<file path="config.mk">
export PLATFORM = sky130hd
export DESIGN_NAME = regfile_access_arbiter_flat
export DESIGN_NICKNAME = d
export VERILOG_FILES = /design/src/rtl/regfile_arb_pkg.sv /design/src/rtl/regfile_access_arbiter_if.sv /design/src/rtl/regfile_access_arbiter_rr_scan.sv /design/src/rtl/regfile_access_arbiter.sv /design/src/flat_wrapper.sv
export SDC_FILE = /design/constraint.sdc
export NUM_CORES = 1
export LEC_CHECK = 0
export ABC_AREA = 1
export BUFFER_PORTS_ARGS = -buffer_cell sky130_fd_sc_hd__buf_2
export CORE_AREA = 2 2 137 139
export DETAILED_ROUTE_END_ITERATION = 10
export DIE_AREA = 0 0 139 141
export PLACE_DENSITY = 0.55
export SYNTH_ARGS = -nofsm -noshare
export SYNTH_HDL_FRONTEND = slang
export SYNTH_SLANG_ARGS = --single-unit
</file>
<file path="constraint.sdc">
create_clock -name clk -period 4.18 [get_ports clk]
set_clock_uncertainty 0.15 [all_clocks]
set_input_delay 0.209 -clock clk [delete_from_list [all_inputs] [get_ports clk]]
set_output_delay 0.209 -clock clk [all_outputs]
set_load 0.02 [all_outputs]
</file>
<file path="src/rtl/regfile_arb_pkg.sv">
// regfile_arb_pkg: shared types and helpers for regfile_access_arbiter.
//   lane_id_t   - registered per-lane response tag (valid + client id)
//   rr_pick_t   - result of a rotating priority scan
//   rr_pick()   - rotating priority pick over a client mask starting at ptr
package regfile_arb_pkg;

    // Upper bound on the number of clients; sizes the package-level types.
    localparam int unsigned MaxNumReq  = 16;
    localparam int unsigned MaxIdWidth = $clog2(MaxNumReq);

    typedef struct packed {
        logic                  valid;
        logic [MaxIdWidth-1:0] id;
    } lane_id_t;

    typedef struct packed {
        logic                  found;
        logic [MaxNumReq-1:0]  onehot;
        logic [MaxIdWidth-1:0] idx;
        logic [MaxIdWidth-1:0] offset;  // scan distance from ptr to idx
    } rr_pick_t;

    // Returns the first set bit of valid_mask in the order ptr, ptr+1, ... (mod num_req).
    function automatic rr_pick_t rr_pick(input logic [MaxNumReq-1:0]  valid_mask,
                                         input logic [MaxIdWidth-1:0] ptr,
                                         input int unsigned           num_req);
        rr_pick_t              res;
        logic [MaxIdWidth:0]   pos;
        res = '0;
        pos = '0;
        for (int unsigned i = 0; i < MaxNumReq; i++) begin
            if (i < num_req && !res.found) begin
                // ptr < num_req and i < num_req, so one subtraction wraps the position.
                pos = {1'b0, ptr} + (MaxIdWidth + 1)'(i);
                if (pos >= (MaxIdWidth + 1)'(num_req)) begin
                    pos = pos - (MaxIdWidth + 1)'(num_req);
                end
                if (valid_mask[pos[MaxIdWidth-1:0]]) begin
                    res.found                       = 1'b1;
                    res.onehot[pos[MaxIdWidth-1:0]] = 1'b1;
                    res.idx                         = pos[MaxIdWidth-1:0];
                    res.offset                      = MaxIdWidth'(i);
                end
            end
        end
        return res;
    endfunction

endpackage

</file>
<file path="src/rtl/regfile_access_arbiter_if.sv">
// regfile_access_arbiter_if: bundle between clients, the arbiter and the register file.
//   req_*        client requests (valid, op, packed addr, packed write data) and grants
//   rsp_*        two read-response lanes back to the clients
//   rf_*         register file write port, two read ports and registered read data
// Modports:
//   slave  - the arbiter's view
//   master - the environment's view (clients plus the register file)
interface regfile_access_arbiter_if #(
    parameter int unsigned WIDTH      = 32,
    parameter int unsigned DEPTH      = 32,
    parameter int unsigned ADDR_WIDTH = $clog2(DEPTH),
    parameter int unsigned NUM_REQ    = 4
);
    logic [NUM_REQ-1:0]            req_valid;
    logic [NUM_REQ-1:0]            req_write;
    logic [NUM_REQ*ADDR_WIDTH-1:0] req_addr;
    logic [NUM_REQ*WIDTH-1:0]      req_wdata;
    logic [NUM_REQ-1:0]            req_ready;

    logic [NUM_REQ-1:0]            rsp_valid;
    logic [WIDTH-1:0]              rsp_rdata;
    logic [NUM_REQ-1:0]            rsp_valid2;
    logic [WIDTH-1:0]              rsp_rdata2;

    logic                          rf_write_en;
    logic [ADDR_WIDTH-1:0]         rf_write_addr;
    logic [WIDTH-1:0]              rf_write_data;
    logic                          rf_read_en1;
    logic [ADDR_WIDTH-1:0]         rf_read_addr1;
    logic                          rf_read_en2;
    logic [ADDR_WIDTH-1:0]         rf_read_addr2;
    logic [WIDTH-1:0]              rf_read_data1;
    logic [WIDTH-1:0]              rf_read_data2;

    modport slave (
        input  req_valid, req_write, req_addr, req_wdata,
        input  rf_read_data1, rf_read_data2,
        output req_ready,
        output rsp_valid, rsp_rdata, rsp_valid2, rsp_rdata2,
        output rf_write_en, rf_write_addr, rf_write_data,
        output rf_read_en1, rf_read_addr1, rf_read_en2, rf_read_addr2
    );

    modport master (
        output req_valid, req_write, req_addr, req_wdata,
        output rf_read_data1, rf_read_data2,
        input  req_ready,
        input  rsp_valid, rsp_rdata, rsp_valid2, rsp_rdata2,
        input  rf_write_en, rf_write_addr, rf_write_data,
        input  rf_read_en1, rf_read_addr1, rf_read_en2, rf_read_addr2
    );

endinterface

</file>
<file path="src/rtl/regfile_access_arbiter_rr_scan.sv">
// regfile_access_arbiter_rr_scan: combinational rotating priority encoder (rr_scan).
//   mask_i    candidate clients
//   ptr_i     client with highest priority this cycle
//   found_o   some candidate was selected
//   onehot_o  selected client, one-hot
//   idx_o     selected client index
//   offset_o  scan distance from ptr_i to the selected client
module regfile_access_arbiter_rr_scan
    import regfile_arb_pkg::*;
#(
    parameter int unsigned NUM_REQ  = 4,
    parameter int unsigned ID_WIDTH = $clog2(NUM_REQ)
) (
    input  logic [NUM_REQ-1:0]  mask_i,
    input  logic [ID_WIDTH-1:0] ptr_i,
    output logic                found_o,
    output logic [NUM_REQ-1:0]  onehot_o,
    output logic [ID_WIDTH-1:0] idx_o,
    output logic [ID_WIDTH-1:0] offset_o
);

    rr_pick_t pick;

    always_comb begin
        pick     = rr_pick(MaxNumReq'(mask_i), MaxIdWidth'(ptr_i), NUM_REQ);
        found_o  = pick.found;
        onehot_o = NUM_REQ'(pick.onehot);
        idx_o    = ID_WIDTH'(pick.idx);
        offset_o = ID_WIDTH'(pick.offset);
    end

endmodule

</file>
<file path="src/rtl/regfile_access_arbiter.sv">
// regfile_access_arbiter: shares one 1W/2R register file (registered reads) among NUM_REQ
// clients. Each cycle grants up to one write and two reads from a single rotating
// round-robin pointer and routes the read data back one cycle later.
// Ports:
//   clk    clock
//   rst_n  synchronous active-low reset
//   bus    regfile_access_arbiter_if.slave (client requests/responses, register file ports)
// Optional feature macro: REGFILE_ARB_BYPASS_EN - a read granted together with a write to
// the same address returns the new write data instead of the old register contents.
module regfile_access_arbiter
    import regfile_arb_pkg::*;
#(
    parameter int unsigned WIDTH      = 32,
    parameter int unsigned DEPTH      = 32,
    parameter int unsigned ADDR_WIDTH = $clog2(DEPTH),
    parameter int unsigned NUM_REQ    = 4,
    parameter int unsigned ID_WIDTH   = $clog2(NUM_REQ)
) (
    input logic                     clk,
    input logic                     rst_n,
    regfile_access_arbiter_if.slave bus
);

    localparam int unsigned SumWidth = ID_WIDTH + 1;

    logic [ID_WIDTH-1:0]   rr_ptr_q, rr_ptr_d;
    lane_id_t              lane1_q, lane1_d;
    lane_id_t              lane2_q, lane2_d;

    logic [NUM_REQ-1:0]    wr_mask, rd_mask, rd2_mask;
    logic                  w_found, r1_found, r2_found;
    logic [NUM_REQ-1:0]    w_onehot, r1_onehot, r2_onehot;
    logic [ID_WIDTH-1:0]   w_idx, r1_idx, r2_idx;
    logic [ID_WIDTH-1:0]   w_off, r1_off, r2_off;
    logic                  gnt_w, gnt_r1, gnt_r2;
    logic [ID_WIDTH-1:0]   max_off;
    logic [SumWidth-1:0]   ptr_sum;

    logic [ADDR_WIDTH-1:0] addr_arr  [NUM_REQ];
    logic [WIDTH-1:0]      wdata_arr [NUM_REQ];
    logic [WIDTH-1:0]      rdata1, rdata2;
    logic [ID_WIDTH-1:0]   lane1_id, lane2_id;
    logic                  rsp_v1, rsp_v2;

    always_comb begin
        for (int i = 0; i < int'(NUM_REQ); i++) begin
            addr_arr[i]  = bus.req_addr[i*ADDR_WIDTH +: ADDR_WIDTH];
            wdata_arr[i] = bus.req_wdata[i*WIDTH +: WIDTH];
        end
    end

    assign wr_mask  = bus.req_valid & bus.req_write;
    assign rd_mask  = bus.req_valid & ~bus.req_write;
    // Second read port takes the next reader after the port-1 winner.
    assign rd2_mask = rd_mask & ~r1_onehot;

    regfile_access_arbiter_rr_scan #(
        .NUM_REQ  (NUM_REQ),
        .ID_WIDTH (ID_WIDTH)
    ) u_scan_wr (
        .mask_i   (wr_mask),
        .ptr_i    (rr_ptr_q),
        .found_o  (w_found),
        .onehot_o (w_onehot),
        .idx_o    (w_idx),
        .offset_o (w_off)
    );

    regfile_access_arbiter_rr_scan #(
        .NUM_REQ  (NUM_REQ),
        .ID_WIDTH (ID_WIDTH)
    ) u_scan_rd1 (
        .mask_i   (rd_mask),
        .ptr_i    (rr_ptr_q),
        .found_o  (r1_found),
        .onehot_o (r1_onehot),
        .idx_o    (r1_idx),
        .offset_o (r1_off)
    );

    regfile_access_arbiter_rr_scan #(
        .NUM_REQ  (NUM_REQ),
        .ID_WIDTH (ID_WIDTH)
    ) u_scan_rd2 (
        .mask_i   (rd2_mask),
        .ptr_i    (rr_ptr_q),
        .found_o  (r2_found),
        .onehot_o (r2_onehot),
        .idx_o    (r2_idx),
        .offset_o (r2_off)
    );

    // No grants at all while reset is asserted.
    assign gnt_w  = rst_n & w_found;
    assign gnt_r1 = rst_n & r1_found;
    assign gnt_r2 = rst_n & r2_found;

    assign bus.req_ready = rst_n ? (w_onehot | r1_onehot | r2_onehot) : '0;

    // Register file ports; idle ports are driven to zero.
    always_comb begin
        bus.rf_write_en   = gnt_w;
        bus.rf_write_addr = gnt_w ? addr_arr[w_idx] : '0;
        bus.rf_write_data = gnt_w ? wdata_arr[w_idx] : '0;
        bus.rf_read_en1   = gnt_r1;
        bus.rf_read_addr1 = gnt_r1 ? addr_arr[r1_idx] : '0;
        bus.rf_read_en2   = gnt_r2;
        bus.rf_read_addr2 = gnt_r2 ? addr_arr[r2_idx] : '0;
    end

    // Pointer moves just past the granted client furthest along the scan order.
    always_comb begin
        max_off = '0;
        if (gnt_w) begin
            max_off = w_off;
        end
        if (gnt_r1 && r1_off > max_off) begin
            max_off = r1_off;
        end
        if (gnt_r2 && r2_off > max_off) begin
            max_off = r2_off;
        end
        ptr_sum = SumWidth'(rr_ptr_q) + SumWidth'(max_off) + SumWidth'(1);
        if (ptr_sum >= SumWidth'(NUM_REQ)) begin
            ptr_sum = ptr_sum - SumWidth'(NUM_REQ);
        end
        rr_ptr_d = (gnt_w || gnt_r1 || gnt_r2) ? ID_WIDTH'(ptr_sum) : rr_ptr_q;
    end

    always_comb begin
        lane1_d.valid = gnt_r1;
        lane1_d.id    = MaxIdWidth'(r1_idx);
        lane2_d.valid = gnt_r2;
        lane2_d.id    = MaxIdWidth'(r2_idx);
    end

    always_ff @(posedge clk) begin
        if (!rst_n) begin
            rr_ptr_q <= '0;
            lane1_q  <= '0;
            lane2_q  <= '0;
        end else begin
            rr_ptr_q <= rr_ptr_d;
            lane1_q  <= lane1_d;
            lane2_q  <= lane2_d;
        end
    end

`ifdef REGFILE_ARB_BYPASS_EN
    logic             fwd1_q, fwd1_d;
    logic             fwd2_q, fwd2_d;
    logic [WIDTH-1:0] fwd_data_q, fwd_data_d;

    always_comb begin
        fwd1_d     = gnt_w && gnt_r1 && (addr_arr[w_idx] == addr_arr[r1_idx]);
        fwd2_d     = gnt_w && gnt_r2 && (addr_arr[w_idx] == addr_arr[r2_idx]);
        fwd_data_d = wdata_arr[w_idx];
    end

    always_ff @(posedge clk) begin
        if (!rst_n) begin
            fwd1_q     <= 1'b0;
            fwd2_q     <= 1'b0;
            fwd_data_q <= '0;
        end else begin
            fwd1_q     <= fwd1_d;
            fwd2_q     <= fwd2_d;
            fwd_data_q <= fwd_data_d;
        end
    end

    assign rdata1 = fwd1_q ? fwd_data_q : bus.rf_read_data1;
    assign rdata2 = fwd2_q ? fwd_data_q : bus.rf_read_data2;
`else
    assign rdata1 = bus.rf_read_data1;
    assign rdata2 = bus.rf_read_data2;
`endif

    // Responses are suppressed while reset is held, dropping a read granted just before.
    always_comb begin
        lane1_id       = ID_WIDTH'(lane1_q.id);
        lane2_id       = ID_WIDTH'(lane2_q.id);
        rsp_v1         = rst_n & lane1_q.valid;
        rsp_v2         = rst_n & lane2_q.valid;
        bus.rsp_valid  = '0;
        bus.rsp_valid2 = '0;
        if (rsp_v1) begin
            bus.rsp_valid[lane1_id] = 1'b1;
        end
        if (rsp_v2) begin
            bus.rsp_valid2[lane2_id] = 1'b1;
        end
        bus.rsp_rdata  = rsp_v1 ? rdata1 : '0;
        bus.rsp_rdata2 = rsp_v2 ? rdata2 : '0;
    end

endmodule
</file>
<file path="src/flat_wrapper.sv">
// flat-port wrapper written by rule: the top's interface ports become plain ports
module regfile_access_arbiter_flat import regfile_arb_pkg::*;
#(
    parameter int unsigned WIDTH      = 32,
    parameter int unsigned DEPTH      = 32,
    parameter int unsigned ADDR_WIDTH = $clog2(DEPTH),
    parameter int unsigned NUM_REQ    = 4,
    parameter int unsigned ID_WIDTH   = $clog2(NUM_REQ)
)
  (clk, rst_n, bus_req_valid, bus_req_write, bus_req_addr, bus_req_wdata, bus_rf_read_data1, bus_rf_read_data2, bus_req_ready, bus_rsp_valid, bus_rsp_rdata, bus_rsp_valid2, bus_rsp_rdata2, bus_rf_write_en, bus_rf_write_addr, bus_rf_write_data, bus_rf_read_en1, bus_rf_read_addr1, bus_rf_read_en2, bus_rf_read_addr2);
  regfile_access_arbiter_if #(.WIDTH(WIDTH), .DEPTH(DEPTH), .ADDR_WIDTH(ADDR_WIDTH), .NUM_REQ(NUM_REQ)) bus_i ();
  input logic clk;
  input logic rst_n;
  input wire logic [$bits(bus_i.req_valid)-1:0] bus_req_valid;
  input wire logic [$bits(bus_i.req_write)-1:0] bus_req_write;
  input wire logic [$bits(bus_i.req_addr)-1:0] bus_req_addr;
  input wire logic [$bits(bus_i.req_wdata)-1:0] bus_req_wdata;
  input wire logic [$bits(bus_i.rf_read_data1)-1:0] bus_rf_read_data1;
  input wire logic [$bits(bus_i.rf_read_data2)-1:0] bus_rf_read_data2;
  output wire logic [$bits(bus_i.req_ready)-1:0] bus_req_ready;
  output wire logic [$bits(bus_i.rsp_valid)-1:0] bus_rsp_valid;
  output wire logic [$bits(bus_i.rsp_rdata)-1:0] bus_rsp_rdata;
  output wire logic [$bits(bus_i.rsp_valid2)-1:0] bus_rsp_valid2;
  output wire logic [$bits(bus_i.rsp_rdata2)-1:0] bus_rsp_rdata2;
  output wire logic [$bits(bus_i.rf_write_en)-1:0] bus_rf_write_en;
  output wire logic [$bits(bus_i.rf_write_addr)-1:0] bus_rf_write_addr;
  output wire logic [$bits(bus_i.rf_write_data)-1:0] bus_rf_write_data;
  output wire logic [$bits(bus_i.rf_read_en1)-1:0] bus_rf_read_en1;
  output wire logic [$bits(bus_i.rf_read_addr1)-1:0] bus_rf_read_addr1;
  output wire logic [$bits(bus_i.rf_read_en2)-1:0] bus_rf_read_en2;
  output wire logic [$bits(bus_i.rf_read_addr2)-1:0] bus_rf_read_addr2;
  assign bus_i.req_valid = bus_req_valid;
  assign bus_i.req_write = bus_req_write;
  assign bus_i.req_addr = bus_req_addr;
  assign bus_i.req_wdata = bus_req_wdata;
  assign bus_i.rf_read_data1 = bus_rf_read_data1;
  assign bus_i.rf_read_data2 = bus_rf_read_data2;
  assign bus_req_ready = bus_i.req_ready;
  assign bus_rsp_valid = bus_i.rsp_valid;
  assign bus_rsp_rdata = bus_i.rsp_rdata;
  assign bus_rsp_valid2 = bus_i.rsp_valid2;
  assign bus_rsp_rdata2 = bus_i.rsp_rdata2;
  assign bus_rf_write_en = bus_i.rf_write_en;
  assign bus_rf_write_addr = bus_i.rf_write_addr;
  assign bus_rf_write_data = bus_i.rf_write_data;
  assign bus_rf_read_en1 = bus_i.rf_read_en1;
  assign bus_rf_read_addr1 = bus_i.rf_read_addr1;
  assign bus_rf_read_en2 = bus_i.rf_read_en2;
  assign bus_rf_read_addr2 = bus_i.rf_read_addr2;
  regfile_access_arbiter #(.WIDTH(WIDTH), .DEPTH(DEPTH), .ADDR_WIDTH(ADDR_WIDTH), .NUM_REQ(NUM_REQ), .ID_WIDTH(ID_WIDTH)) u_core (.clk(clk), .rst_n(rst_n), .bus(bus_i));
endmodule
</file>
==> impl_metrics.csv <==
group,metric,value,unit
clock_network,clk_latency,0.23,ns
detailed_routing,initialDrtViolationCount,468,
worst_hold_path,hold_class,"primary input to register",
place,dp_cells,1356,
die,num_io_pins,348,
die,die_area,0.01960,sq mm
global_route,gr-usage-met3,3.023,%
layout,drive_gt1_share,41.81,%
clock_network,clkTransAtPathRegs,0.04,ns
layout,final-seq-area,163.9,sq um
sta,worstMarginPinSlew,1.080,ns
die,rows,50,
worst_setup_path,path_max_fanout,10,
clock_network,cts_tree,"done",
layout,finalNonFillerCells,1364,
worst_hold_path,hp-start,"rst_n",
worst_setup_path,r2r_cells,29,
global_route,grt_pass1_wl,30220,microns
logic_synthesis,synth_top_area_share,22.05,%
detailed_routing,first_pass_iters,5,
logic_synthesis,ys_async_sr_fraction,0,%
sta,setup_viol,0,
worst_hold_path,whs_endpoint,"u_core.rr_ptr_q[1]$_SDFFE_PN0P_",
logic_synthesis,ys_seq_area_share,4.144,%
power_and_ir_drop,leakagePower,3.715,nW
worst_setup_path,r2r-start,"u_core.rr_ptr_q[0]$_SDFFE_PN0P_",
worst_setup_path,r2r_slack,0.23,ns
sta,timing.final.crit_share,94.50,%
layout,multi_input_comb_area,0.003128,sq mm
worst_setup_path,end_kind,"register",
layout,nNetsFinal,1366,
layout,n_fill_cell,2090,
logic_synthesis,syn_area_per_cell,4.924,sq um
global_route,grt_util_met1,23.71,%
logic_synthesis,synth_ff_type,"dfxtp_1",
layout,syn2layout_area_growth,60.31,%
logic_synthesis,synth_top_area_cell,"nor2_1",
global_route,antenna_found_initial,2,
clock_network,cts_hold_buf,0,
clock_network,cts_made_buffers,3,
detailed_routing,wl_per_cell,15.02,microns
die,fp.dieH,141,microns
worst_setup_path,required,4.20,ns
logic_synthesis,synth_most_common_cell,"nor2_1",
logic_synthesis,synth_area,0.003865,sq mm
worst_setup_path,cp.arrival,3.97,ns
clock_network,h-tree-depth,1,
outcome,status,"finished, final reports clean",
worst_setup_path,slowest_stage,"dfxtp_4",
power_and_ir_drop,power.density,1131,mW/mm^2
global_route,grt_pass1_vias,5689,
logic_synthesis,synth_nets,1020,
place,dpl_cell_area,0.005973,sq mm
layout,stdcell_area,0.006196,sq mm
sta,report.final.hold_viol_count,0,
detailed_routing,drc,0,
logic_synthesis,synth_area_leaders,"nor2_1 (22%), inv_1 (11%), o21ai_0 (11%), a21oi_1 (9.2%), nand2_1 (7.0%)",
logic_synthesis,synth_edf_count,0,
logic_synthesis,yosys_warnings,0,
detailed_routing,via_per_inst,4.551,
detailed_routing,drt_wl_total,20480,microns
global_route,grt_start_max_net_pins,40,
global_route,grtUsageMet2,34.15,%
sta,timing.slew.headroom,27.85,%
place,post-place-ws,-0.01957,ns
sta,worst_slack,0.2301,ns
logic_synthesis,synth_cells,785,
layout,postLayoutCoreUtil,33.92,%
worst_setup_path,max_stage_delay,0.38,ns
clock_network,clkSinkCount,8,
die,start_util,21.16,%
place,detailed_place_hpwl,17010,microns
detailed_routing,num_vias,6208,
place,numPortBuffers,347,
place,gp_routability_congestion,1.022,
logic_synthesis,synth_common_cells,"nor2_1 (227), inv_1 (118), o21ai_0 (82), nand2_1 (72), a21oi_1 (71)",
worst_setup_path,r2r-end,"u_core.rr_ptr_q[1]$_SDFFE_PN0P_",
job,maxCapViolations,0,
global_route,overflow,0,
sta,layout_min_cycle_time,3.950,ns
sta,finalMaxSlewViolations,0,
worst_setup_path,critPathMostFrequentCell,"inv_1",
logic_synthesis,ys_types,43,
power_and_ir_drop,ir_drop,0.6175,mV
logic_synthesis,ys_seq_elements,8,
clock_network,cts_root_buf,"clkbuf_16",
detailed_routing,ant_nets,0,
sta,max_freq,253.2,MHz
die,die_w,139,microns
global_route,busiest_layer,"met2",
global_route,track_usage,19.01,%
worst_setup_path,cp-start-kind,"register",
clock_network,clk_path_buf_depth,2,
die,core_area,0.01827,sq mm
worst_hold_path,whs_path_depth,3,
worst_setup_path,worstSetupPathType,"register to register",
==> flip-flops by register name, summed over array words and instances (netlist names) <==
signal / count
u_core.lane1_id: 2
u_core.lane1_q: 1
u_core.lane2_id: 2
u_core.lane2_q: 1
u_core.rr_ptr_q: 2
==> cell families after synthesis <==
family / synth area share, %
adder cells (fa/ha/maj): 4.209
AO/OA/AOI/OAI: 25.96
XOR/XNOR: 0.2267
AND/OR/NAND/NOR: 46.62
flip-flops: 4.144
buffers and inverters: 18.84
==> placed cells by master (no fill, tap or decap), drive strengths merged <==
cell and count:
xor2 1, o22ai 1, nor3 19, nand3b 3, o21ai 107, a22oi 1
dfxtp 8, a311oi 1, buf 383, clkinv 2, nand2 83, nand4 4
o221ai 1, inv 129, nand3 54, a31oi 2, o2111ai 1, o21a 1
a21oi 72, nor2 236, a211oi 1, ha 13, clkbuf 3, nor4 1
a2111oi 1, diode 1, a41oi 1
==> cell type report <==
class | instances | area share (%)
clock buffers | 3 | 1.212
well taps | 234 | 4.725
repair buffers | 383 | 32.79
diodes | 1 | 0.04039
flip-flops and latches | 8 | 2.645
multi-input cells | 604 | 50.48
inverters | 131 | 8.098
==> where the power goes <==
| group | switching, W | internal [W] | total [W] |
|---|---|---|---|
| Clock | 0.0000398 | 0.000124 | 0.000163 |
| Sequential | 0.0000258 | 0.000112 | 0.000138 |
| Combinational | 0.00448 | 0.00223 | 0.00671 |
==> repair_timing <==
item,CTS,global route
pin swaps,1,12
resized for setup,4,29
buffers inserted,1,3
endpoints found under the setup margin,1,2
==> layer usage <==
metal,wire [microns],vias up,part of all wire [%]
met1,8524,2707,42
li1,-,3187,-
met5,13,-,0.063
met3,1445,28,7.1
met4,428,2,2.1
met2,10070,284,49
==> worst max-delay path: cells and delay by family (launching register included) <==
kind                       cells  cell delay [ns]
DFF                            1             0.38
buffers and inverters          6             0.39
AOI/OAI and AO/OA              6             0.70
and+or+nand+nor               13             1.25
adders and majority gates      4             1.03
==> metrics by stage <==
step           hold WS, ns  setup TNS, ns  power (W)
2_1_floorplan       0.3542              0   0.004586
3_3_place_gp        0.3844              0   0.006457
3_5_place_dp        0.3859       -0.01957   0.006474
4_1_cts             0.1437              0   0.006699
5_1_grt             0.1783       -0.01245   0.007730
6_report            0.1503              0   0.007009
==> worst max path at each step <==
stage                     depth (start not counted)                              end                             from
after detailed placement                         30  u_core.rr_ptr_q[1]$_SDFFE_PN0P_  u_core.rr_ptr_q[0]$_SDFFE_PN0P_
after global placement                           30  u_core.rr_ptr_q[1]$_SDFFE_PN0P_  u_core.rr_ptr_q[0]$_SDFFE_PN0P_
final                                            29  u_core.rr_ptr_q[1]$_SDFFE_PN0P_  u_core.rr_ptr_q[0]$_SDFFE_PN0P_
after floorplan                                  34  u_core.rr_ptr_q[1]$_SDFFE_PN0P_  u_core.rr_ptr_q[0]$_SDFFE_PN0P_
after CTS                                        30  u_core.rr_ptr_q[1]$_SDFFE_PN0P_  u_core.rr_ptr_q[1]$_SDFFE_PN0P_
after global routing                             29  u_core.rr_ptr_q[1]$_SDFFE_PN0P_  u_core.rr_ptr_q[0]$_SDFFE_PN0P_
No activity file was read; power rests on OpenSTA's default activity.
